--- src/rtl/aes_arb_pkg.sv ---
// Shared types and byte-map helpers for the AES encrypt-core arbiter.
// State layout is column-major: state[r][c] holds vector byte 4*c+r.
package aes_arb_pkg;

    typedef logic [3:0][3:0][7:0] aes_state_t;

    typedef enum logic [1:0] {
        IDLE = 2'd0,
        LOAD = 2'd1,
        RUN  = 2'd2,
        RESP = 2'd3
    } arb_state_e;

    function automatic aes_state_t vec_to_state(input logic [127:0] vec);
        aes_state_t st;
        for (int r = 0; r < 4; r++) begin
            for (int c = 0; c < 4; c++) begin
                st[r][c] = vec[127-8*(4*c+r) -: 8];
            end
        end
        return st;
    endfunction

    function automatic logic [127:0] state_to_vec(input aes_state_t st);
        logic [127:0] vec;
        for (int r = 0; r < 4; r++) begin
            for (int c = 0; c < 4; c++) begin
                vec[127-8*(4*c+r) -: 8] = st[r][c];
            end
        end
        return vec;
    endfunction

endpackage

--- src/rtl/aes_rr_arbiter.sv ---
// Combinational round-robin pick: scan req_i from ptr_i upward with wrap,
// first set bit wins. Produces a one-hot grant and the winning index.
module aes_rr_arbiter #(
    parameter int NUM_REQ = 4,
    parameter int ID_W    = 2
) (
    input  logic [NUM_REQ-1:0] req_i,
    input  logic [ID_W-1:0]    ptr_i,
    output logic [NUM_REQ-1:0] gnt_o,
    output logic [ID_W-1:0]    idx_o,
    output logic               any_o
);

    localparam int PW = ID_W + 1;

    always_comb begin
        logic [PW-1:0] pos;
        logic          found;
        gnt_o = '0;
        idx_o = '0;
        found = 1'b0;
        pos   = '0;
        for (int i = 0; i < NUM_REQ; i++) begin
            // ptr and offset are both below NUM_REQ, so one subtract wraps
            pos = {1'b0, ptr_i} + PW'(i);
            if (pos >= PW'(NUM_REQ)) begin
                pos = pos - PW'(NUM_REQ);
            end
            if (!found && req_i[pos[ID_W-1:0]]) begin
                found                = 1'b1;
                gnt_o[pos[ID_W-1:0]] = 1'b1;
                idx_o                = pos[ID_W-1:0];
            end
        end
        any_o = found;
    end

endmodule

--- src/rtl/aes_en_arbiter.sv ---
// Shares one aes_en_core between NUM_REQ requesters, one job in flight.
// Optional watchdog with rsp_err_o is enabled by defining AES_ARB_TIMEOUT_EN.
module aes_en_arbiter
    import aes_arb_pkg::*;
#(
    parameter int NUM_REQ        = 4,
    parameter int ID_W           = 2,
    parameter int NO_ROWS        = 4,
    parameter int NO_COLS        = 4,
    parameter int TIMEOUT_CYCLES = 255
) (
    input  logic                      aes_clk,
    input  logic                      resetn,
    input  logic [NUM_REQ-1:0]        req_vld_i,
    output logic [NUM_REQ-1:0]        req_rdy_o,
    input  logic [NUM_REQ-1:0][127:0] req_plain_text_i,
    input  logic [NUM_REQ-1:0][127:0] req_cipher_key_i,
    output logic                      rsp_vld_o,
    input  logic                      rsp_rdy_i,
    output logic [ID_W-1:0]           rsp_id_o,
    output logic [127:0]              rsp_cipher_text_o,
`ifdef AES_ARB_TIMEOUT_EN
    output logic                      rsp_err_o,
`endif
    output logic                      core_en_o,
    output logic                      core_encrypt_mode_en_o,
    output aes_state_t                core_plain_text_o,
    output aes_state_t                core_cipher_key_o,
    input  logic                      core_cipher_text_rdy_i,
    input  aes_state_t                core_cipher_text_i
);

    localparam int STATE_BITS = NO_ROWS * NO_COLS * 8;

    arb_state_e             state_q, state_d;
    logic [ID_W-1:0]        rr_ptr_q, rr_ptr_d;
    logic [ID_W-1:0]        id_q, id_d;
    logic [STATE_BITS-1:0]  pt_q, pt_d;
    logic [STATE_BITS-1:0]  key_q, key_d;
    logic [STATE_BITS-1:0]  res_q, res_d;
    logic                   core_en_q, core_en_d;
    // Low for the first cycle after reset so no accept pulse leaks out of reset
    logic                   arm_q;

    logic [NUM_REQ-1:0]     gnt;
    logic [ID_W-1:0]        gnt_idx;
    logic                   gnt_any;

`ifdef AES_ARB_TIMEOUT_EN
    localparam int WD_W = (TIMEOUT_CYCLES < 256) ? 8 : 16;
    logic [WD_W-1:0]        wd_q, wd_d;
    logic                   err_q, err_d;
`endif

    aes_rr_arbiter #(
        .NUM_REQ (NUM_REQ),
        .ID_W    (ID_W)
    ) u_rr (
        .req_i   (req_vld_i),
        .ptr_i   (rr_ptr_q),
        .gnt_o   (gnt),
        .idx_o   (gnt_idx),
        .any_o   (gnt_any)
    );

    always_comb begin
        state_d   = state_q;
        rr_ptr_d  = rr_ptr_q;
        id_d      = id_q;
        pt_d      = pt_q;
        key_d     = key_q;
        res_d     = res_q;
        req_rdy_o = '0;
`ifdef AES_ARB_TIMEOUT_EN
        err_d     = err_q;
`endif
        case (state_q)
            IDLE: begin
                if (arm_q && gnt_any) begin
                    req_rdy_o = gnt;
                    id_d      = gnt_idx;
                    pt_d      = req_plain_text_i[gnt_idx];
                    key_d     = req_cipher_key_i[gnt_idx];
`ifdef AES_ARB_TIMEOUT_EN
                    err_d     = 1'b0;
`endif
                    state_d   = LOAD;
                end
            end
            LOAD: state_d = RUN;
            RUN: begin
                if (core_cipher_text_rdy_i) begin
                    res_d   = state_to_vec(core_cipher_text_i);
                    state_d = RESP;
                end
`ifdef AES_ARB_TIMEOUT_EN
                else if (wd_q == WD_W'(TIMEOUT_CYCLES - 1)) begin
                    res_d   = '0;
                    err_d   = 1'b1;
                    state_d = RESP;
                end
`endif
            end
            RESP: begin
                if (rsp_rdy_i) begin
                    rr_ptr_d = (id_q == ID_W'(NUM_REQ - 1)) ? '0 : id_q + 1'b1;
                    state_d  = IDLE;
                end
            end
            default: state_d = IDLE;
        endcase
        // Core is enabled exactly while the job sits in LOAD/RUN
        core_en_d = (state_d == LOAD) || (state_d == RUN);
    end

`ifdef AES_ARB_TIMEOUT_EN
    always_comb begin
        wd_d = wd_q;
        if (state_d == LOAD) begin
            wd_d = '0;
        end else if (state_q == RUN) begin
            wd_d = wd_q + 1'b1;
        end
    end

    always_ff @(posedge aes_clk or negedge resetn) begin
        if (!resetn) begin
            wd_q  <= '0;
            err_q <= 1'b0;
        end else begin
            wd_q  <= wd_d;
            err_q <= err_d;
        end
    end

    assign rsp_err_o = err_q;
`endif

    always_ff @(posedge aes_clk or negedge resetn) begin
        if (!resetn) begin
            state_q   <= IDLE;
            rr_ptr_q  <= '0;
            id_q      <= '0;
            pt_q      <= '0;
            key_q     <= '0;
            res_q     <= '0;
            core_en_q <= 1'b0;
            arm_q     <= 1'b0;
        end else begin
            state_q   <= state_d;
            rr_ptr_q  <= rr_ptr_d;
            id_q      <= id_d;
            pt_q      <= pt_d;
            key_q     <= key_d;
            res_q     <= res_d;
            core_en_q <= core_en_d;
            arm_q     <= 1'b1;
        end
    end

    assign rsp_vld_o              = (state_q == RESP);
    assign rsp_id_o               = id_q;
    assign rsp_cipher_text_o      = res_q;
    assign core_en_o              = core_en_q;
    assign core_encrypt_mode_en_o = core_en_q;
    assign core_plain_text_o      = vec_to_state(pt_q);
    assign core_cipher_key_o      = vec_to_state(key_q);

endmodule

--- config.mk ---
export PLATFORM = sky130hd
export DESIGN_NAME = aes_en_arbiter
export DESIGN_NICKNAME = d
export VERILOG_FILES = /design/src/rtl/aes_arb_pkg.sv /design/src/rtl/aes_rr_arbiter.sv /design/src/rtl/aes_en_arbiter.sv
export SDC_FILE = /design/constraint.sdc
export NUM_CORES = 1
export LEC_CHECK = 0
export ABC_AREA = 1
export CORE_AREA = 2 2 605 607
export CTS_BUF_LIST = sky130_fd_sc_hd__clkbuf_16
export DETAILED_ROUTE_END_ITERATION = 10
export DIE_AREA = 0 0 607 609
export SLEW_MARGIN = 20
export SYNTH_ARGS = -nofsm -noshare
export SYNTH_HDL_FRONTEND = slang
export SYNTH_SLANG_ARGS = --single-unit
--- constraint.sdc ---
create_clock -name aes_clk -period 2.8 [get_ports aes_clk]
set_clock_uncertainty 0.05 [all_clocks]
set_input_delay 0.84 -clock aes_clk [delete_from_list [all_inputs] [get_ports aes_clk]]
set_output_delay 0.84 -clock aes_clk [all_outputs]
set_load 0.005 [all_outputs]
## Word-level counts from Yosys, hierarchy flattened

Index checks and enable logic that the tools add are counted.

| word-level totals | value |
|---|---|
| bits of input ports | 1,160 |
| flip-flop bits (word level) | 392 |
| output and inout bits | 393 |

| operators by class | value |
|---|---|
| $add $sub $neg | 8 |
| bitwise logic cells | 3 |
| equal/unequal tests | 6 |
| mux-type cells | 43 |
| magnitude comparators | 13 |
| reductions and logical operators | 16 |

Operators with widths:

| cell | number |
|---|---|
| $bmux 128 s2 | 2 |
| $mux 128 | 2 |
| $mux 2 | 12 |
| $mux 4 | 6 |
| $lt 2x3->1 const B | 5 |
| $mux 1 | 12 |
| $or 4x4->4 | 3 |
| $ge 3x3->1 const B | 3 |
| $bmux 1 s2 | 4 |
| $demux 1 s2 | 4 |
| $eq 2x2->1 const B | 4 |
| $ge 2x1->1 const B | 4 |
| $logic_and 1x1->1 | 8 |
| $pmux 2 s4 | 1 |
| $sub 2x1->2 const B | 4 |
| $add 2x2->3 const B | 2 |
| $reduce_and 2->1 | 3 |
| $eq 2x1->1 const B | 2 |
| $add 2x1->3 const B | 1 |
| $ge 2x3->1 const B | 1 |
| $logic_not 1->1 | 3 |
| $add 2x1->2 const B | 1 |
| $logic_not 2->1 | 1 |
| $logic_or 1x1->1 | 1 |

## Logic depth before layout (Yosys ltp)

| logic depth | value |
|---|---|
| depth after elaboration | 19 |
| depth in mapped cells | 16 |

## Hierarchy

A second synthesis with hierarchy kept.

| unflattened totals | value |
|---|---|
| cells, all modules | 4,225 |
| area total of the unflattened synthesis | 25,768.5 um2 |

Modules (own cells, without submodules):

| module | instances | cells each | area an instance (um2) |
|---|---|---|---|
| aes_en_arbiter | 1 | 4,151 | 25,328.0 |
| aes_rr_arbiter | 1 | 74 | 440.4 |

## Least setup slack after synthesis

No wires, ideal clock.

| timing path | value |
|---|---|
| kind | register -> output |
| start point | register rr_ptr_q[0] |
| end point | output req_rdy_o[0] |
| stages on the path, launching flop included | 15 |
| buffers on the path | 2 |
| path slack | -0.204 ns |
| arrival time | 2.114 ns |
| cell sequence | dfrtp_1 inv_2 ha_1 inv_2 nand3_1 nand2_4 inv_2 nor2_4 nand4_1 nand2_2 inv_2 buf_2 buf_2 nand2_1 inv_1 |

| on the way | value |
|---|---|
| word-level cells in the longest chain between the ends | 17 |

RTL lines:

| what | line | RTL |
|---|---|---|
| start, declared | aes_en_arbiter.sv:36 | `logic [ID_W-1:0] rr_ptr_q, rr_ptr_d;` |
| start signal, assigned | aes_en_arbiter.sv:151 | `rr_ptr_q <= rr_ptr_d;` |
| branches (longest 15 deep; another with $add 2x1->3) | n/a |  |
| $mux 4 (*) | aes_en_arbiter.sv:79 | `if (arm_q && gnt_any) begin` |
| $mux 4 (*) | aes_en_arbiter.sv:77 | `case (state_q)` |
| end, declared | aes_en_arbiter.sv:15 | `output logic [NUM_REQ-1:0] req_rdy_o,` |

Mark *: on every way between the ends. The select of a mux whose other input is x is not followed.

## Worst setup path in the final report

| timing path | value |
|---|---|
| start point | register rr_ptr_q[0] |
| end point | output req_rdy_o[3] |

The elaborated chain is that of the path after synthesis.

==> flow_metrics.py <==
metrics = {
    "worst_setup_path": {
        "crit_top_cell": "nand2_8",
        "cp-end-kind": "primary output",
        "regToRegStartpoint": "rr_ptr_q[0]$_DFFE_PN0P_",
        "critPathKind": "flip-flop to primary output",
        "cp_data_required_time_ns": 1.91,
        "startpoint": "rr_ptr_q[0]$_DFFE_PN0P_",
        "setup.worst_path.start_class": "flip-flop",
        "cp-endpoint": "req_rdy_o[3]",
        "crit_fanout": 6,
        "reg2reg_depth": 25,
        "cp_data_arrival_time_ns": 2.69,
        "rrSetupSlack_ns": -0.78,
        "critPathMaxStageDelay_ns": 0.39,
        "rr_endpoint": "pt_q[76]$_DFFE_PN0P_",
        "path_cells": "clkinv_4 > ha_4 > inv_4 > nand3_4 > nand2_8 > inv_6 > nor2_4 > nand4_1 > nand2_8 > inv_12 > nand2_8 > inv_6 > buf_12",
        "worst_path_max_delay_cell": "dfrtp_2",
    },
    "timing": {
        "slew_headroom": 0.481,
        "drv_slew": 0,
        "worst_pin_slew_ns": 0.782,
        "final-hold-violation-count": 0,
        "max_freq_mhz": 279,
        "hold_slack_ns": 0.0742,
        "setup_viol": 297,
        "fin_crit_sh": 1.28,
        "worst_slack_ns": -0.785,
        "period_needed_ns": 3.58,
        "rsz0062_at_grt": "true",
    },
    "synth": {
        "syn_avg_cell_area_sq_um": 6.31,
        "synth_ff_type": "dfrtp_1",
        "yosysWarnings": 0,
        "synth_edf_count": 0,
        "syn-cell-area_sq_um": 28000,
        "synth_top_area_cell": "dfrtp_1",
        "yosys-top-cells-area": "dfrtp_1, nand2_1, nand3_1",
        "synth-async-reset-ratio": 1.00,
        "yosysTopAreaCellShare": 0.350,
        "synth_fp_nets": 5610,
        "synth_cell_types": 32,
        "synth_cells": 4441,
        "ys_seq_area_frac": 0.350,
        "ys_ff_latch": 392,
    },
    "power_and_ir_drop": {
        "p_sw_uw": 42500,
        "p_sw_frac": 0.527,
        "powerDensity_nw_per_um2": 1420,
        "p_leak_uw": 0.0273,
        "peakVddDrop_mv": 1.03,
        "internal_power_uw": 38200,
        "seq_power_share": 0.125,
        "clock_power_share": 0.114,
        "combPwrFrac": 0.761,
    },
    "routing": {
        "drc": 0,
        "wl_per_cell_microns": 30.8,
        "ant_nets": 0,
        "wl_microns": 341000,
        "drt_iter0_drc": 3483,
        "dr.pass1.iters": 6,
        "routed-via-count": 37800,
        "viasPerCell": 3.42,
    },
    "floorplanning": {
        "ios": 1553,
        "die_y_microns": 609,
        "num_rows": 222,
        "initial_core_util": 0.0770,
        "die_w_microns": 607,
        "die_area_sq_um": 370000,
        "core-area_sq_um": 364000,
    },
    "global_route": {
        "grt_max_degree": 82,
        "grt_pass1_vias": 35400,
        "grt_use_total": 0.177,
        "grt_pass1_wl_microns": 414000,
        "grt_overflow": 0,
        "antenna_found_initial": 338,
    },
    "clocking": {
        "cts_buffers": 71,
        "cts_tree": "yes",
        "cts_root_buf": "clkbuf_16",
        "cts_num_sinks": 392,
        "ctsHtreeMaxLevel": 3,
        "cts.path.max_buffers": 4,
        "clk_pin_slew_ns": 0.06,
        "clk_latency_ns": 0.74,
    },
    "hold_path": {
        "hold_class": "primary input to asynchronous set/reset pin",
    },
    "flow_run": {
        "maxCapViolations": 0,
    },
    "finish": {
        "drive_gt1_frac": 0.157,
        "final_cell_mix": "clkdlybuf4s50_1, nand2_1, inv_1",
        "final_area_sq_um": 56700,
        "final_common_cell": "clkdlybuf4s50_1",
        "fillerInstances": 41800,
        "nets": 7298,
        "syn_to_final_growth_pct": 103,
    },
    "place": {
        "io_buffers": 1552,
        "placed_area_sq_um": 51300,
        "dp_hpwl_microns": 298000,
        "place_congestion": 0.992,
    },
    "run_status": {
        "violations": "setup timing",
        "status": "finished with violations",
    },
}
[power by group through the flow]
stage / Clock (uW) / Combinational, uW / Sequential (uW)
2_1_floorplan: 0 / 23000 / 10000
3_3_place_gp: 0 / 53500 / 10100
3_5_place_dp: 0 / 53400 / 10100
4_1_cts: 9570 / 58700 / 10100
5_1_grt: 9690 / 65800 / 10400
6_report: 9170 / 61400 / 10100
[registers in the layout (all words and copies together) (netlist names)]
name               flops
rsp_id_o               2
state_q                2
rr_ptr_q               2
key_q                128
pt_q                 128
core_en_o              1
arm_q                  1
rsp_cipher_text_o    128
[cell families (layout without fill, tap and decap cells)]
logic type | after synthesis | count (layout) | share of synthesized area
AO/OA/AOI/OAI | 16 | 16 | 0.00344
flip-flops | 392 | 392 | 0.350
buffers and inverters | 1311 | 3048 | 0.193
adder cells (fa/ha/maj) | 9 | 9 | 0.00402
multiplexers | 128 | 128 | 0.0515
AND/OR/NAND/NOR | 2584 | 2584 | 0.398
other | 1 | 72 | 0.000134
[worst min-delay path by stage]
stage / endpoint / startpoint / slack, ns
after global placement: pt_q[112]$_DFFE_PN0P_ / pt_q[112]$_DFFE_PN0P_ / 0.41
after global routing: pt_q[10]$_DFFE_PN0P_ / resetn / 0.03
after detailed placement: pt_q[123]$_DFFE_PN0P_ / pt_q[123]$_DFFE_PN0P_ / 0.41
after CTS: pt_q[10]$_DFFE_PN0P_ / resetn / 0.01
final: pt_q[10]$_DFFE_PN0P_ / resetn / 0.07
after floorplan: key_q[0]$_DFFE_PN0P_ / key_q[0]$_DFFE_PN0P_ / 0.42
[synthesized netlist by cell type (9+ instances only)]
library cell,count
buf_6,14
buf_2,167
buf_1,13
inv_1,1017
or2_0,10
mux2_2,128
or2_2,9
buf_4,45
clkbuf_1,48
dfrtp_1,392
ha_1,9
nand2_1,1523
nand3_1,1008
[routing by layer]
metal | GRT usage | wire, microns | up-vias
li1 | - | - | 16800
met1 | 0.208 | 134000 | 17900
met2 | 0.274 | 147000 | 2191
met3 | 0.104 | 48000 | 739
met4 | 0.0424 | 10300 | 174
met5 | 0 | 1120 | -
[critical path, delay by kind of cell, from the launching register on]
kind	cells	cell delay (ns)
adder cells (fa/ha/maj)	1	0.28
flip-flops	1	0.39
AND/OR/NAND/NOR	6	0.81
buffers and inverters	6	0.42
[final cells by class]
type,count,area (sq um),area share
Timing Repair Buffer,1902,19700,0.348
Multi-Input combinational cell,2738,14800,0.261
Sequential cell,392,9810,0.173
Tap cell,4816,6030,0.106
Inverter,1024,3890,0.0686
Clock buffer,71,1780,0.0313
Clock inverter,51,505,0.00891
Antenna cell,71,178,0.00313
[metrics by stage]
step	TNS [ns]	instances	setup slack, ns	util	power, uW
2_1_floorplan	-0.0390	4441	-0.00976	-	33000
3_3_place_gp	-251.28	10800	-1.56	0.141	63600
3_5_place_dp	-243.61	10800	-1.48	0.141	63500
4_1_cts	-138.74	11000	-0.840	0.152	78400
5_1_grt	-187.21	11000	-0.892	0.156	85900
6_report	-150.57	11100	-0.785	0.156	80700
[what timing repair did]
action | in CTS | in global routing
buffers inserted | 26 | 18
pin swaps | 114 | 106
hold buffers | 0 | 0
endpoints found under the setup margin | 356 | 344
resized for setup | 265 | 290
gates cloned | 14 | 5
Note: power is estimated with default switching activity, not from simulation.
